$ cat src/rtl/inst_prefetch.sv
// Sequential instruction prefetcher: credit-limited req/gnt/rvalid fetch into a small queue,
// with redirect flushing the queue and discarding responses still owed by the old stream.
module inst_prefetch #(
    parameter int unsigned DEPTH    = 4,
    parameter logic [31:0] RESET_PC = 32'h0000_0000,
    parameter logic [31:0] NOP_INST = 32'h0000_0013
) (
    input  logic        clk,
    input  logic        rst_n,
    input  logic        redirect_i,
    input  logic [31:0] redirect_pc_i,
    output logic        mem_req_o,
    output logic [31:0] mem_addr_o,
    input  logic        mem_gnt_i,
    input  logic        mem_rvalid_i,
    input  logic [31:0] mem_rdata_i,
    output logic        inst_valid_o,
    output logic [31:0] inst_o,
    output logic [31:0] inst_addr_o,
    input  logic        inst_ready_i
);
    localparam int unsigned PW = $clog2(DEPTH);
    localparam int unsigned CW = PW + 1;

    logic [31:0]   fetch_pc;
    logic [31:0]   resp_pc;
    logic [CW-1:0] inflight;
    logic [CW-1:0] drop_cnt;
    logic [CW-1:0] count;
    logic [PW-1:0] rd_ptr;
    logic [PW-1:0] wr_ptr;
    logic [31:0]   addr_q [DEPTH];
    logic [31:0]   inst_q [DEPTH];

    logic [CW:0]   credit_used;
    logic          grant;
    logic          resp;
    logic          keep;
    logic          pop;
    logic [CW-1:0] inflight_after;
    logic [31:0]   redirect_pc;

    // Queue entries plus outstanding requests never exceed DEPTH, so a response always has a slot.
    assign credit_used    = {1'b0, count} + {1'b0, inflight};
    assign mem_req_o      = rst_n & ~redirect_i & (credit_used < (CW+1)'(DEPTH));
    assign mem_addr_o     = fetch_pc;

    assign grant          = mem_req_o & mem_gnt_i;
    assign resp           = mem_rvalid_i & (inflight != '0);
    assign keep           = resp & (drop_cnt == '0) & ~redirect_i;
    assign inflight_after = inflight + CW'(grant) - CW'(resp);
    assign redirect_pc    = {redirect_pc_i[31:2], 2'b00};

    assign inst_valid_o   = (count != '0) & ~redirect_i;
    assign pop            = inst_valid_o & inst_ready_i;
    assign inst_o         = inst_valid_o ? inst_q[rd_ptr] : NOP_INST;
    assign inst_addr_o    = inst_valid_o ? addr_q[rd_ptr] : 32'h0000_0000;

    always_ff @(posedge clk) begin
        if (!rst_n) begin
            fetch_pc <= RESET_PC;
            resp_pc  <= RESET_PC;
            inflight <= '0;
            drop_cnt <= '0;
            count    <= '0;
            rd_ptr   <= '0;
            wr_ptr   <= '0;
        end else begin
            inflight <= inflight_after;
            if (redirect_i) begin
                // Everything still outstanding belongs to the abandoned stream.
                fetch_pc <= redirect_pc;
                resp_pc  <= redirect_pc;
                drop_cnt <= inflight_after;
                count    <= '0;
                rd_ptr   <= '0;
                wr_ptr   <= '0;
            end else begin
                if (grant) begin
                    fetch_pc <= fetch_pc + 32'd4;
                end
                if (resp && (drop_cnt != '0)) begin
                    drop_cnt <= drop_cnt - CW'(1);
                end
                if (keep) begin
                    resp_pc <= resp_pc + 32'd4;
                    wr_ptr  <= wr_ptr + PW'(1);
                end
                if (pop) begin
                    rd_ptr <= rd_ptr + PW'(1);
                end
                case ({keep, pop})
                    2'b10:   count <= count + CW'(1);
                    2'b01:   count <= count - CW'(1);
                    default: count <= count;
                endcase
            end
        end
    end

    always_ff @(posedge clk) begin
        if (rst_n && keep) begin
            addr_q[wr_ptr] <= resp_pc;
            inst_q[wr_ptr] <= mem_rdata_i;
        end
    end

endmodule
$ cat config.mk
export PLATFORM = sky130hd
export DESIGN_NAME = inst_prefetch
export DESIGN_NICKNAME = d
export VERILOG_FILES = /design/src/rtl/inst_prefetch.sv
export SDC_FILE = /design/constraint.sdc
export NUM_CORES = 1
export LEC_CHECK = 0
export ABC_AREA = 1
export BUFFER_PORTS_ARGS = -buffer_cell sky130_fd_sc_hd__buf_4
export CAP_MARGIN = 20
export CORE_MARGIN = 4
export CORE_UTILIZATION = 59
export DETAILED_ROUTE_END_ITERATION = 7
export HOLD_SLACK_MARGIN = 0.03
export PLACE_DENSITY_LB_ADDON = 0.05
export SYNTH_ARGS = -nofsm -noshare
export SYNTH_HDL_FRONTEND = slang
export SYNTH_SLANG_ARGS = --single-unit
$ cat constraint.sdc
create_clock -name clk -period 5 [get_ports clk]
set_clock_uncertainty 0.1 [all_clocks]
set_input_delay 0.25 -clock clk [delete_from_list [all_inputs] [get_ports clk]]
set_output_delay 0.25 -clock clk [all_outputs]
set_load 0.005 [all_outputs]
# After elaboration in Yosys (flattened, before gate mapping)
# Memory sizes are Yosys's and may differ from the RTL's. A register that Yosys moved wholly into a read port is not among the register bits.
# Cells that the tools add are included.
classes:
  n_addsub: 10
  order_cmp: 1
  n_eq_ne: 2
  mux: 15
  n_bitwise: 10
  n_reduce_logical: 11
ops:
  columns: ["cell", "n"]
  rows:
  - ["32-bit two-way mux", 6]
  - ["32-bit by 3-bit adder with 32-bit output, second input constant", 2]
  - ["3-bit nonzero test", 3]
  - ["1-bit bitwise AND", 8]
  - ["2-bit two-way mux", 4]
  - ["2-bit nonzero test", 4]
  - ["3-bit two-way mux", 2]
  - ["3-bit case mux with 2 select lines", 1]
  - ["3-bit by 1-bit subtractor with 3-bit output, second input constant", 2]
  - ["2-bit by 1-bit adder with 2-bit output, second input constant", 2]
  - ["3-bit by 3-bit adder with 4-bit output", 1]
  - ["4-bit by 3-bit < comparator with 1-bit output, second input constant", 1]
  - ["3-bit by 1-bit adder with 3-bit output", 1]
  - ["3-bit by 1-bit adder with 3-bit output, second input constant", 1]
  - ["3-bit zero test", 1]
  - ["3-bit by 1-bit subtractor with 3-bit output", 1]
  - ["2-bit by 1-bit equality test with 1-bit output, second input constant", 1]
  - ["2-bit equality test, second input constant", 1]
  - ["1-bit logical AND", 2]
  - ["1-bit two-way mux", 2]
  - ["1-bit inverter", 2]
  - ["2-bit OR reduction", 1]
totals:
  register_bits: 77
  ram_bits: 256
  mem_count: 2
memory_table:
  columns: ["name", "depth", "word_bits", "read_ports", "rd_ports_with_merged_regs", "write_ports", "line_no", "rtl"]
  rows:
  - ["addr_q", 4, 32, 1, 1, 1, "32", "logic [31:0] addr_q [DEPTH];"]
  - ["inst_q", 4, 32, 1, 1, 1, "33", "logic [31:0] inst_q [DEPTH];"]

# Depth between registers and ports, before layout
# Gate-level depths: netlist (run 1).
logic_depth:
  word_depth: 7
  ltp_mapped: 17
  depth_no_buf: 15

# Worst setup path after synthesis (run 1)
# OpenSTA, ideal clock, no wires.
synth_path:
  path_type: "reg-to-reg"
  start: "register drop_cnt[0]"
  end: "memory addr_q[0][10] (enable)"
  setup_time_ns: 0.482
  arrival_ns: 3.714
  slack_ns: 0.704
  stages_incl_launch_ff: 8
  n_path_buf: 0
  synth_period_minus_slack_ns: 4.296
  cell_sequence: "dfxtp_1 inv_1 ha_1 nand2_1 nand3b_4 nor2_2 inv_1 nor2_1"
synth_via:
  elab_chain_len: 6
synth_lines:
  columns: ["element", "line_no", "rtl"]
  rows:
  - ["from (decl)", "28", "logic [CW-1:0] drop_cnt;"]
  - ["from (signal assigned)", "74", "drop_cnt <= inflight_after;"]
  - ["from (signal assigned)", "83", "drop_cnt <= drop_cnt - CW'(1);"]
  - ["3-bit zero test", "50", "assign keep = resp & (drop_cnt == '0) & ~redirect_i;"]
  - ["1-bit bitwise AND (2 in a row)", "50", null]
  - ["1-bit logical AND", "102", "if (rst_n && keep) begin"]
  - ["1-bit two-way mux", "102", null]
  - ["1-bit two-way mux (not written as such)", "103", "addr_q[wr_ptr] <= resp_pc;"]
  - ["to (decl)", "32", null]
# Every way passes these cells.

# Worst setup path in the final report (run 1)
layout_path:
  start: "input port rst_n"
  end: "memory addr_q[2][15] (enable)"
layout_via:
  elab_chain_len: 3
layout_lines:
  columns: ["element", "line_no", "rtl"]
  rows:
  - ["from (decl)", "9", "input logic rst_n,"]
  - ["1-bit logical AND", "102", null]
  - ["1-bit two-way mux", "102", null]
  - ["1-bit two-way mux (not written as such)", "103", null]
# Every way passes these cells.

==> flow_summary.toml, run 1 <==
[status]
run_status = "complete, no violations"

[synth]
synthXorXnorAreaFrac_pct = 0.905
postSynthRegisterBits = 323
synth_fa_ha_area_share_pct = 1.40
synthesis.instances = 1569
synth.mux.area_fraction_pct = 0
synthTopCellsByCount = "nor2_1 (351), nand2_1 (277), edfxtp_1 (248), o21ai_0 (160), inv_1 (108)"
synth-edff-count = 248
asyncSetResetFlopFracSynth_pct = 0
synth_flop_cell = "edfxtp_1"
post-synth-top-count-cell = "nor2_1"
yosysWarnings = 0
largest_family_of_logic_cells_by_synthesized_area = "simple AND/OR/NAND/NOR gates"
synthDominantCellAreaShare_pct = 51.3
synth_area_leaders = "edfxtp_1 (51%), dfxtp_1 (10%), nor2_1 (9.1%)"
synth-simple-area-share_pct = 20.7
synth_area_leader_cell = "edfxtp_1"
synth_area_mm2 = 0.0145
synth_area_per_cell_um2 = 9.25
unique_masters_post_synth = 37
post_synthesis_sequential_area_ratio_pct = 61.7
synth_area_in_compound_gates_pct = 10.1

[setup_path]
critical_path.startpoint_type = "input pin"
end_kind = "flip-flop"
timing.setup.critical_path_class = "in2reg"
timing.critical_path.arrival_ns = 3.87
critPathRequiredTime_ns = 5.11
critPathMaxFanout = 44

[grt]
grt.overflow.total = 0
grt_max_degree = 75
grt_pass1_wl_um = 55300
grt_pass1_vias = 11149
grt_usage_pct = 25.5
grt_antenna_before_repair = 0

[placement]
post-place-ws_ns = 1.21
gp_congestion = 0.871
detailedPlacementHpwl_um = 21100
port_buffers = 161

[layout]
final_net_count = 1855
area_growth_pct = 21.0
fillerInstances = 1811
area_used_by_multi_input_combinational_logic_mm2 = 0.00486
drive_gt1_share_pct = 13.3
num_antenna_cells = 0
ff_latch_area_mm2 = 0.00895

[route]
wl_per_cell_um = 16.4
detail_route.iter0.violations = 972
drc = 0
post_detailed_routing_wire_length_um = 34700
drt_pass1_iterations = 5
drtAntennaViolNets = 0
num_vias = 11446
vias_per_cell = 5.41

[pwr]
power_frac_seq_pct = 53.4
internal-power_mw = 4.45
power_frac_comb_pct = 9.2
maximum_resistive_drop_on_vdd_mv = 0.227
p_leak_nw = 6.69
p_per_area_mw_per_mm2 = 328
sw_frac_of_total_pct = 22.9
clock_network_power_share_pct = 37.4
power_total_mw = 5.77
p_switching_mw = 1.32

[sta]
fin_tns_setup_ns = 0
maxSlewViolCount = 0
fraction_of_the_cycle_the_final_worst_path_needs_pct = 75.3
timing.final.setup_violations = 0
final-hold-violation-count = 0
fmax_ghz = 0.266
timing.max_slew.rel_slack_pct = 33.7
worst-slew-pin-transition_ns = 0.993
final.setup.worst_slack_ns = 1.24
post-route-min-period_ns = 3.76
unrepaired_setup_endpoints_after_global_routing = "false"

[floorplan]
starting_density_pct = 59.9
fp.dieArea_mm2 = 0.0272
die_h_um = 165
design.core.area_mm2 = 0.0242
pin_count = 168
fp-row-count = 57
fp.dieW_um = 165

[clock_network]
cts_root_buf = "clkbuf_16"
cts-htree-levels = 1
tritoncts = "yes"
buffers_from_clock_root_to_sink_at_most = 3
clock_insertion_delay_worst_skew_ns = 0.55
cts.reportedPaths.clkPinSlew_ns = 0.06
numClockSinks = 323
cts-buffers-inserted = 31
post-cts-setup-buffers = 0

[job]
drv_cap = 0

[min_path]
min_path_type = "in2reg"
kinds of logic (layout without fill, tap and decap cells):
| group | after synthesis | in the layout |
|---|---|---|
| AO/OA/AOI/OAI | 285 | 285 |
| XOR/XNOR | 15 | 15 |
| adder cells (fa/ha/maj) | 15 | 15 |
| buffers and inverters | 185 | 405 |
| flip-flops | 323 | 323 |
| other | 1 | 4 |
| AND/OR/NAND/NOR | 745 | 745 |
what timing repair did:
action | CTS | global route
hold buffers | 65 | 0
endpoints found under the setup margin | 0 | 0
hold endpoints to repair | 192 | 0
gates resized for setup | 0 | 0
worst paths after layout:
path,start,end,slack (ns),cells after the start
worst max-delay path,rst_n,addr_q[2][15],1.24,9
worst min-delay path,inst_ready_i,flip-flop,0.05,5
worst max register to register,drop_cnt[0],count[1],2.06,12
worst min register to register,rd_ptr[1],flip-flop,0.37,2
cell type report:
class                           instances  area share (%)
Inverter                              113            2.41
Multi-Input combinational cell       1064            27.7
Tap cell                              324            2.31
Sequential cell                       323            51.0
Clock inverter                          8           0.370
Clock buffer                           47            4.93
Timing Repair Buffer                  237            11.3
cells in the final DEF (no fill, tap or decap), types with 6 or more instances in the layout:
cell type and instances:
a21oi_1 106, inv_1 108, dlygate4sd3_1 65, ha_1 13, xor2_1 9, nand3_1 86, xnor2_1 6, nand2_1 276
dfxtp_1 73, buf_4 168, clkbuf_1 13, o21ai_0 160, clkbuf_16 31, nor2_4 7, nor2_1 347, edfxtp_1 248
state kept, by name, summed over array words and instances (netlist names), named ones only:
register,flops
resp_pc,30
wr_ptr,2
addr_q,120
count,3
inflight,3
mem_addr_o,30
drop_cnt,3
inst_q,128
rd_ptr,2
per-layer routing:
metal	vias to the layer above	share of wire (%)	global-route usage, %	wire length, um
met5	-	0	0	0
met3	75	6.5	3.49	2260
met1	5317	41	32.4	14200
met2	415	50	45.2	17300
met4	0	2.6	8.32	917
li1	5639	-	-	-
worst max-delay path, stage by stage:
cell,delay [ns]
dlygate4sd3_1,0.53
buf_4,0.31
inv_2,0.38
nor2_4,0.51
inv_1,0.19
nor2_2,0.40
inv_1,0.34
nor2_4,0.57
buf_12,0.35
through the flow:
| step | instances | hold WS (ns) | util, % | area [um2] |
|---|---|---|---|---|
| final | 2116 | 0.0530 | 72.5 | 17600 |
| after global routing | 2116 | 0.0613 | 72.5 | 17600 |
| after CTS | 2116 | 0.0308 | 72.5 | 17600 |
| after detailed placement | 1996 | 0.354 | 65.9 | 16000 |
| after global placement | 1996 | 0.347 | 65.9 | 16000 |
| after floorplan | 1572 | 0.249 | - | 14500 |
power by group through the flow:
stage | Clock (mW) | Sequential (mW) | Combinational, mW
after floorplan | 0 | 3.11 | 0.314
final | 2.15 | 3.08 | 0.531
after detailed placement | 0 | 3.13 | 0.490
after global placement | 0 | 3.13 | 0.479
after global routing | 2.30 | 3.09 | 0.607
after CTS | 2.19 | 3.08 | 0.533
No activity file was read; power rests on OpenSTA's default activity.
==> run 2, diff against run 1 <==
Settings changed: CORE_UTILIZATION 59 to 53.
Clock period 5 ns to 3.35 ns, I/O delays scaled along.
==> run 2 against run 1 <==
Effect of this change: wire length is 2.1% higher; die area is 11% higher; critical path type is now in2out; via count is 0.95% higher.
==> flow_summary.toml, run 2 (synthesis gave the netlist of run 1 again) <==
[placement]
detailedPlacementHpwl_um = 21500
dp_cells = 2022
post-place-ws_ns = 0.706
port_buffers = 161
gp_congestion = 0.879
placedInstanceArea_mm2 = 0.0161

[pwr]
p_leak_nw = 6.85
clock_network_power_share_pct = 40.3
power_total_mw = 9.07
maximum_resistive_drop_on_vdd_mv = 0.315
sw_frac_of_total_pct = 22.5
internal-power_mw = 7.03
p_switching_mw = 2.05
power_frac_comb_pct = 9.1
power_frac_seq_pct = 50.6
p_per_area_mw_per_mm2 = 507

[setup_path]
r2r_cells = 15
end_kind = "output port"
timing.critical_path.arrival_ns = 2.42
timing.setup.critical_path_class = "in2out"
critical_path.startpoint_type = "input pin"
critPathRequiredTime_ns = 3.08
critPathMaxFanout = 60
endpoint_of_the_worst_slack_reg_to_reg_timing_path = "drop_cnt[2]"
r2r_slack_ns = 0.75
worst_reg2reg_path_startpoint = "inflight[2]"

[min_path]
timing.hold.worst_path_depth = 5
min_path_type = "in2reg"
holdCritStartpoint = "inst_ready_i"

[layout]
post_layout_nonfiller_instances = 2153
layout.cells.most_common = "nor2_1"
num_antenna_cells = 0
reg_top3 = "inst_q x128, addr_q x120"
largest_register_ff_count = 128
register_name_with_the_most_flops = "inst_q"
mostFrequentLayoutCells = "nor2_1 (347), nand2_1 (276), edfxtp_1 (248), buf_4 (175), o21ai_0 (160)"
final_net_count = 1874
area_growth_pct = 23.3
final_area_mm2 = 0.0179
drive_gt1_share_pct = 14.0

[clock_network]
cts-htree-levels = 2
cts-buffers-inserted = 34
numClockSinks = 323
cts_root_buf = "clkbuf_16"
clock_insertion_delay_worst_skew_ns = 0.50
cts.reportedPaths.clkPinSlew_ns = 0.05
buffers_from_clock_root_to_sink_at_most = 3
cts.repair.resized = 0
tritoncts = "yes"

[route]
drtAntennaViolNets = 0
drt_pass1_iterations = 4
post_detailed_routing_wire_length_um = 35500
num_vias = 11555
detail_route.iter0.violations = 948
drc = 0
wl_per_cell_um = 16.5
vias_per_cell = 5.37

[floorplan]
fp.dieArea_mm2 = 0.0301
design.core.area_mm2 = 0.0270
die_h_um = 173
starting_density_pct = 53.9
fp.dieW_um = 173
fp-row-count = 60
pin_count = 168

[sta]
fraction_of_the_cycle_the_final_worst_path_needs_pct = 80.1
maxSlewViolCount = 0
final-hold-violation-count = 0
timing.max_slew.rel_slack_pct = 44.2
fmax_ghz = 0.373
timing.final.setup_violations = 0
post-route-min-period_ns = 2.68
worst-slew-pin-transition_ns = 0.837
fin_tns_setup_ns = 0
unrepaired_setup_endpoints_after_global_routing = "false"
final.setup.worst_slack_ns = 0.667

[status]
run_status = "complete, no violations"

[job]
drv_cap = 0

[grt]
grt_pass1_wl_um = 57200
grt_pass1_vias = 11203
grt_max_degree = 125
grt_antenna_before_repair = 0
grt_usage_pct = 23.2
grt.overflow.total = 0
[run 2: power groups by stage]
stage               registers, mW  logic, mW  clock network (mW)
finish                       4.59      0.822                3.66
global route                 4.61      0.931                3.90
CTS                          4.59      0.827                3.73
detailed placement           4.68      0.755                   0
global placement             4.67      0.734                   0
floorplan                    4.64      0.468                   0
[run 2: cell type report]
cell class | count | area, um2
fill | 2189 | 9050
sequential | 323 | 8950
multi-input combinational | 1064 | 4860
timing repair buffer | 253 | 2150
clock buffer | 41 | 898
tap | 341 | 427
inverter | 113 | 424
clock inverter | 18 | 183
[run 2: timing repair]
action                                 in CTS  in global routing
setup buffers                               0                  0
hold buffers                               72                  0
endpoints found under the hold margin     198                  0
[run 2: worst max-delay path, cell delays in order]
cell and delay (ns):
dlygate4sd3_1 0.53, buf_4 0.22, inv_1 0.11, nand2_2 0.09, buf_4 0.62, inv_1 0.21
o311ai_0 0.21, buf_4 0.20
[run 2: worst max path at each step]
stage                      startpoint       endpoint  slack (ns)  depth (start not counted)
after floorplan           drop_cnt[0]  addr_q[0][10]       -0.95                          7
after global routing            rst_n    drop_cnt[2]        0.47                         17
after CTS                    count[0]      inst_o[4]        0.66                          7
final                      redirect_i      inst_o[4]        0.67                          8
after detailed placement        rst_n    drop_cnt[2]        0.71                         16
after global placement          rst_n    drop_cnt[2]        0.76                         16
[run 2: metal layers]
layer,wire (um),global-route usage [%]
met5,0,0
met2,17500,40.2
met4,989,7.48
met1,15400,30.2
met3,1700,3.42
[run 2: through the flow]
stage               hold slack (ns)  utilization (%)
CTS                          0.0316             66.4
finish                       0.0361             66.4
global route                 0.0656             66.4
global placement              0.269             59.7
detailed placement            0.269             59.7
floorplan                     0.166                -
